File: src/rtl/logic_gate_pkg.sv
// Shared types and the per-bit gate function for the pipelined logic unit.
package logic_gate_pkg;

    localparam int unsigned GATE_OP_W = 3;

    typedef enum logic [GATE_OP_W-1:0] {
        GATE_AND   = 3'd0,
        GATE_OR    = 3'd1,
        GATE_NAND  = 3'd2,
        GATE_NOR   = 3'd3,
        GATE_XOR   = 3'd4,
        GATE_XNOR  = 3'd5,
        GATE_NOT_A = 3'd6,
        GATE_BUF_A = 3'd7
    } gate_op_t;

    // Single-bit gate; callers apply it across their own datapath width.
    function automatic logic gate_eval(input gate_op_t op, input logic a, input logic b);
        logic y;
        y = 1'b0;
        case (op)
            GATE_AND:   y = a & b;
            GATE_OR:    y = a | b;
            GATE_NAND:  y = ~(a & b);
            GATE_NOR:   y = ~(a | b);
            GATE_XOR:   y = a ^ b;
            GATE_XNOR:  y = ~(a ^ b);
            GATE_NOT_A: y = ~a;
            GATE_BUF_A: y = a;
            default:    y = 1'b0;
        endcase
        return y;
    endfunction

endpackage

File: src/rtl/logic_gate_stage.sv
// One pipeline slot: valid bit plus data word, loaded only when the pipe advances.
module logic_gate_stage
    import logic_gate_pkg::*;
#(
    parameter int unsigned WIDTH = 8
) (
    input  logic             clk,
    input  logic             rst,
    input  logic             en_i,
    input  logic             valid_i,
    input  logic [WIDTH-1:0] data_i,
    output logic             valid_o,
    output logic [WIDTH-1:0] data_o
);

    logic             valid_q, valid_d;
    logic [WIDTH-1:0] data_q,  data_d;

    // Next state: take the upstream slot on advance, otherwise hold.
    always_comb begin
        valid_d = valid_q;
        data_d  = data_q;
        if (en_i) begin
            valid_d = valid_i;
            data_d  = data_i;
        end
    end

    // Slot register, cleared asynchronously so in-flight data vanishes at once.
    always_ff @(posedge clk or posedge rst) begin
        if (rst) begin
            valid_q <= 1'b0;
            data_q  <= '0;
        end else begin
            valid_q <= valid_d;
            data_q  <= data_d;
        end
    end

    assign valid_o = valid_q;
    assign data_o  = data_q;

endmodule

File: src/rtl/logic_gate_pipe.sv
// Pipelined WIDTH-bit logic unit with run-time gate select and valid/ready on both sides.
// Optional transfer counter out_count is built only when GATE_STATS_EN is defined.
module logic_gate_pipe
    import logic_gate_pkg::*;
#(
    parameter int unsigned WIDTH  = 8,
    parameter int unsigned STAGES = 2,
    parameter int unsigned CNT_W  = 16
) (
    input  logic                 clk,
    input  logic                 rst,
    input  logic                 in_valid,
    output logic                 in_ready,
    input  logic [GATE_OP_W-1:0] in_op,
    input  logic [WIDTH-1:0]     in_a,
    input  logic [WIDTH-1:0]     in_b,
    output logic                 out_valid,
    input  logic                 out_ready,
    output logic [WIDTH-1:0]     out_y
`ifdef GATE_STATS_EN
    ,
    output logic [CNT_W-1:0]     out_count
`endif
);

    if (WIDTH < 1 || STAGES < 1 || CNT_W < 1) begin : g_bad_params
        $error("logic_gate_pipe: WIDTH, STAGES and CNT_W must all be >= 1");
    end

    logic             adv_c;
    logic [WIDTH-1:0] result_c;
    logic [STAGES:0]  stg_valid;
    logic [WIDTH-1:0] stg_data [STAGES+1];

    // Whole pipe moves together whenever the output slot is empty or being drained.
    assign adv_c    = !out_valid || out_ready;
    assign in_ready = adv_c;

    // Gate function evaluated on the accept cycle, bit by bit.
    always_comb begin
        result_c = '0;
        for (int i = 0; i < WIDTH; i++) begin
            result_c[i] = gate_eval(gate_op_t'(in_op), in_a[i], in_b[i]);
        end
    end

    assign stg_valid[0] = in_valid;
    assign stg_data[0]  = result_c;

    for (genvar s = 0; s < STAGES; s++) begin : g_stage
        logic_gate_stage #(
            .WIDTH (WIDTH)
        ) u_stage (
            .clk     (clk),
            .rst     (rst),
            .en_i    (adv_c),
            .valid_i (stg_valid[s]),
            .data_i  (stg_data[s]),
            .valid_o (stg_valid[s+1]),
            .data_o  (stg_data[s+1])
        );
    end

    assign out_valid = stg_valid[STAGES];
    assign out_y     = stg_data[STAGES];

`ifdef GATE_STATS_EN
    logic [CNT_W-1:0] count_q, count_d;

    // Count completed output handshakes, wrapping naturally at 2^CNT_W.
    always_comb begin
        count_d = count_q;
        if (out_valid && out_ready) begin
            count_d = count_q + CNT_W'(1);
        end
    end

    // Counter register.
    always_ff @(posedge clk or posedge rst) begin
        if (rst) begin
            count_q <= '0;
        end else begin
            count_q <= count_d;
        end
    end

    assign out_count = count_q;
`endif

endmodule

File: config.mk
export PLATFORM = sky130hd
export DESIGN_NAME = logic_gate_pipe
export DESIGN_NICKNAME = d
export VERILOG_FILES = /design/src/rtl/logic_gate_pkg.sv /design/src/rtl/logic_gate_stage.sv /design/src/rtl/logic_gate_pipe.sv
export SDC_FILE = /design/constraint.sdc
export NUM_CORES = 1
export LEC_CHECK = 0
export CAP_MARGIN = 40
export CORE_ASPECT_RATIO = 1.4
export CORE_MARGIN = 5
export CORE_UTILIZATION = 51
export CTS_CLUSTER_DIAMETER = 50
export CTS_CLUSTER_SIZE = 8
export DETAILED_ROUTE_END_ITERATION = 7
export PLACE_DENSITY = 0.86
export SKIP_CTS_REPAIR_TIMING = 1
export SYNTH_ARGS = -nofsm -noshare
export SYNTH_HDL_FRONTEND = slang
export SYNTH_SLANG_ARGS = --single-unit
File: constraint.sdc
create_clock -name clk -period 1.7 [get_ports clk]
set_clock_uncertainty 0.05 [all_clocks]
set_input_delay 0.17 -clock clk [delete_from_list [all_inputs] [get_ports clk]]
set_output_delay 0.17 -clock clk [all_outputs]
set_load 0.005 [all_outputs]
### Word level (Yosys, flattened, before mapping)

Index checks and enable logic that the tools add are counted.

* register bits: 18
* input bits: 23
* output and inout port bits: 10
* logic and storage cells: 78

* equality and inequality tests: 7
* mux-type cells: 8
* bitwise logic cells: 56
* reduce and logical (&&, ||, !) cells: 3

Operator list (number)
* one-hot mux 1 bit (8 select lines): 8
* NOT 1 bit: 32
* == test 3 bit (second input constant): 4
* AND 1 bit: 8
* OR 1 bit: 8
* XOR 1 bit: 8
* == test 3 x 2 -> 1 bit (second input constant): 2
* == test 3 x 1 -> 1 bit (second input constant): 1
* zero test 3 bit: 1
* zero test 1 bit: 1
* logical OR 1 bit: 1

### Depth between registers and ports, before layout

* depth in word-level cells: 3
* mapped depth: 7
* depth with buffers taken out: 6

### Hierarchy

From an unflattened synthesis, not the netlist that was laid out.

* cell total of the unflattened synthesis: 174
* area, all modules: 1711.6 um^2

By module, submodules not included
* logic_gate_pipe: times used 1, cells each 134, area an instance 960.9 um^2, sequential area each 0.0 um^2
* logic_gate_stage: times used 2, cells each 20, area an instance 375.4 um^2, sequential area each 225.2 um^2

### Worst setup path before layout

OpenSTA, ideal clock, no wires.

* path kind: reg2reg
* start point: register g_stage[1].u_stage.valid_q
* end point: register g_stage[0].u_stage.valid_q
* library setup time: 0.065 ns
* arrival time: 1.150 ns
* required time: 1.585 ns
* path slack: 0.435 ns
* cell stages (with the launch flop): 8
* path buffers: 3
* period minus slack after synthesis: 1.265 ns
* cells stage by stage: dfrtp_1 -> nor2b_1 -> buf_2 -> inv_1 -> buf_2 -> buf_2 -> nand2_1 -> nand2_1

* word-level cells in the longest chain between the ends: 2

RTL lines
* from (decl): line logic_gate_stage.sv:16 `logic valid_q, valid_d;`
* from (signal assigned): line logic_gate_stage.sv:35 `valid_q <= valid_d;`
* zero test 1 bit: line logic_gate_pipe.sv:36 `assign adv_c = !out_valid || out_ready;`
* logical OR 1 bit: line logic_gate_pipe.sv:36
* via in_ready: line logic_gate_pipe.sv:13 `output logic in_ready,`
* to (signal assigned): line logic_gate_stage.sv:35
* to (decl): line logic_gate_stage.sv:16

The timed path passes the listed nets, and every way through them passes these cells.
A chain may end at the register's enable or synchronous reset.

### Worst setup path in the final report

* start point: input in_b[3]
* end point: register g_stage[0].u_stage.data_q[3]

* word-level cells in the longest chain between the ends: 3
* elaborated cells between the ends (all ways): 7
* those cells by class: mux (1); bitwise (6)

RTL lines
* from (decl): line logic_gate_pipe.sv:16 `input logic [WIDTH-1:0] in_b,`
* XOR 1 bit (tied with other cells): line logic_gate_pkg.sv:26, logic_gate_pkg.sv:27
* NOT 1 bit (on tied branches): line logic_gate_pkg.sv:27, logic_gate_pkg.sv:24, logic_gate_pkg.sv:25
* one-hot mux 1 bit (8 select lines) *: line logic_gate_pkg.sv:21 `case (op)`
* to (signal assigned): line logic_gate_stage.sv:36 `data_q <= data_d;`
* to (decl): line logic_gate_stage.sv:17 `logic [WIDTH-1:0] data_q, data_d;`

Mark *: on every way between the ends. The rest lies on a longest branch, timed or not.

==> metrics <==
Crit Path Class input port to flop; Core ar. around 2900 µm²; Flop pwr share 0.415; Psw around 0.39 mW; Max Cap Viol 0; Initial Util 0.531; clock-pin slew on the worst setup and hold paths 60 ps; Routed Antenna Nets 0; Hold WC Path Type input port to asynchronous set/reset pin; post-DP HPWL 2440 µm; Hold Slack around 180 ps; number of diodes 0; crit start category input port; RSZ-0062 raised after global routing no; GRT Resource Usage Total 0.161; CP max stage delay 480 ps; critical-path cell list clkdlybuf4s50_1 -> inv_1 -> ha_1 -> and4bb_2 -> a21o_1 -> a211oi_1 -> o21ai_1; post-layout total power around 1.3 mW; status finished clean; die outline width around 56 µm; DP Area 1990 µm²; Fill cells 245; worst-margin pin slew 326 ps; CP top delay family buffers and inverters; Slowest-stage cell, CP clkdlybuf4s50_1; Gate power share 0.368; mapped cell area approximately 1500 µm²; vias in the first global route 1335; initial antenna violation count 0; number of top-level pins 33; CTS Buf Count 3; Pint 0.956 mW; P&R area growth vs syn 32.9%; design area roughly 2000 µm²; WL final just over 3000 µm; Period Utilization, post-route 0.919; mean area per synthesized cell 8.05 µm²; global-route wire length before repair 5420 µm; total gr overflow 0; CTS tree done; Power Density 660 nW/µm²; WL/cell 11.0 µm; post-synthesis sequential area ratio 0.295; relative slew slack 0.783; gpl congestion 0.827; largest net degree at the start of global routing 20; Yosys Warn Count 0; Synth Register Bits 18; CTS Buffer Depth 2; Worst-Skew Late Latency 260 ps; share of layout cells above drive strength 1 0.131; TritonRoute pass-1 iters 4; Root Driver clkbuf_8; Cells after Synth 190; Hold Vio Cnt, Final 0; Synth Net Count 229; worst setup margin 137 ps; leading area contributor after synthesis dfrtp_1; sw frac 0.288; Worst Path Required approximately 1800 ps; fin nets 278; Slew Viols, Final 0; Clock Power Share 0.217; Max Freq 0.640 GHz; Final min period 1560 ps; H-tree Lvls 1; IO Port Bufs 32; Netlist cell types 30; vias per std cell 5.16; Sink Count 18; final setup fails 0; WP data arrival 1650 ps; top post-synthesis cells by area dfrtp_1, ha_1, nand2_1; Starting DRT DRC Count 20; Row Count 23; VDD IR max 445 µV; Pleak approximately 1.0 nW; pre-CTS WS -135 ps; DRC Markers 0; number of buffers and inverters on the critical path 2; Yosys top cell area share 0.295; crit-path max FO 2; vias 1414; die height 74.8 µm; Crit. End Element flop; die area 4210 µm²
==> through the flow <==
step / utilization / setup TNS, ps / cells
2_1_floorplan: - / 0 / 190
3_3_place_gp: 0.692 / -265 / 271
3_5_place_dp: 0.692 / -512 / 271
5_1_grt: 0.706 / 0 / 274
4_1_cts: 0.706 / 0 / 274
6_report: 0.706 / 0 / 274
==> cells in the mapped netlist <==
cell type	n
and4bb_2	2
or2_2	1
a21oi_1	8
nand2_1	37
xnor2_1	1
nor2_1	7
nor2_2	1
nand2b_1	2
a21o_1	7
inv_1	19
buf_6	3
and4bb_1	2
buf_4	1
buf_2	5
o21ai_0	8
or3_1	1
a211oi_1	6
mux2i_1	1
ha_1	16
nand3_1	1
o21ai_1	13
dfrtp_1	18
nor2b_1	15
nand4b_1	1
clkbuf_1	1
o211ai_1	1
and2b_4	1
nor4bb_1	3
a211oi_2	1
xor2_1	7
==> final timing paths <==
kind,startpoint,to,slack [ps],cells after the start
worst max-delay path,in_b[3],g_stage[0].u_stage.data_o[3]$_DFFE_PP0P_,140,7
worst min-delay path,rst,g_stage[1].u_stage.valid_o$_DFFE_PP0P_,180,3
worst max register to register,g_stage[1].u_stage.valid_o$_DFFE_PP0P_,g_stage[0].u_stage.data_o[3]$_DFFE_PP0P_,500,5
worst min register to register,g_stage[1].u_stage.data_o[6]$_DFFE_PP0P_,g_stage[1].u_stage.data_o[6]$_DFFE_PP0P_,410,2
max in group asynchronous,rst,g_stage[0].u_stage.data_o[2]$_DFFE_PP0P_,1230,3
min in group clk,in_valid,g_stage[0].u_stage.valid_o$_DFFE_PP0P_,410,3
==> area by class of cell <==
type | count | area [µm²] | share of cell area
clock buffer | 3 | 41.3 | 0.0203
inverter | 19 | 71.3 | 0.0351
multi-input combinational | 143 | 937 | 0.461
sequential | 18 | 450 | 0.222
tap | 37 | 46.3 | 0.0228
timing repair buffer | 54 | 485 | 0.239
==> power groups by stage <==
stage	registers (mW)	logic, mW	clock network (mW)
5_1_grt	0.568	0.557	0.318
3_5_place_dp	0.566	0.500	0
3_3_place_gp	0.561	0.486	0
2_1_floorplan	0.565	0.252	0
4_1_cts	0.558	0.501	0.299
6_report	0.557	0.493	0.291
==> sequential cells by signal, summed over array words and instances, names as in the netlist <==
name                     cells
g_stage.u_stage.valid_o      2
g_stage.u_stage.data_o      16
==> logic make-up after synthesis <==
logic type / after synthesis / synth area share
adders and majority gates: 16 / 0.131
AOI/OAI and AO/OA: 44 / 0.172
and+or+nand+nor: 74 / 0.258
buffers and inverters: 29 / 0.0925
muxes: 1 / 0.00655
xor gates and xnor gates: 8 / 0.0458
DFF: 18 / 0.295
==> routing by layer <==
metal | GRT usage | share of wire
met4 | 0.111 | 0.029
met3 | 0.0103 | 0.049
met5 | 0 | 0
met2 | 0.287 | 0.49
met1 | 0.185 | 0.43
==> tightest hold or removal path: cells and delay by family <==
kind / cells / cell delay (ps)
buf+inv: 3 / 680
==> layout by cell type (no fill, tap or decap), drive strengths merged <==
cell type	Yosys	final
nor4bb	3	3
nand4b	1	1
mux2i	1	1
nor2b	15	15
and2b	1	1
or2	1	1
or3	1	1
nand2	37	37
ha	16	16
xnor2	1	1
clkbuf	1	3
nor2	8	8
nand2b	2	2
clkdlybuf4s50	0	32
nand3	1	1
a21oi	8	8
dfrtp	18	18
a211oi	7	7
o211ai	1	1
o21ai	21	21
xor2	7	7
buf	9	22
a21o	7	7
and4bb	4	4
inv	19	19
Note: power is estimated with default switching activity, not from simulation.
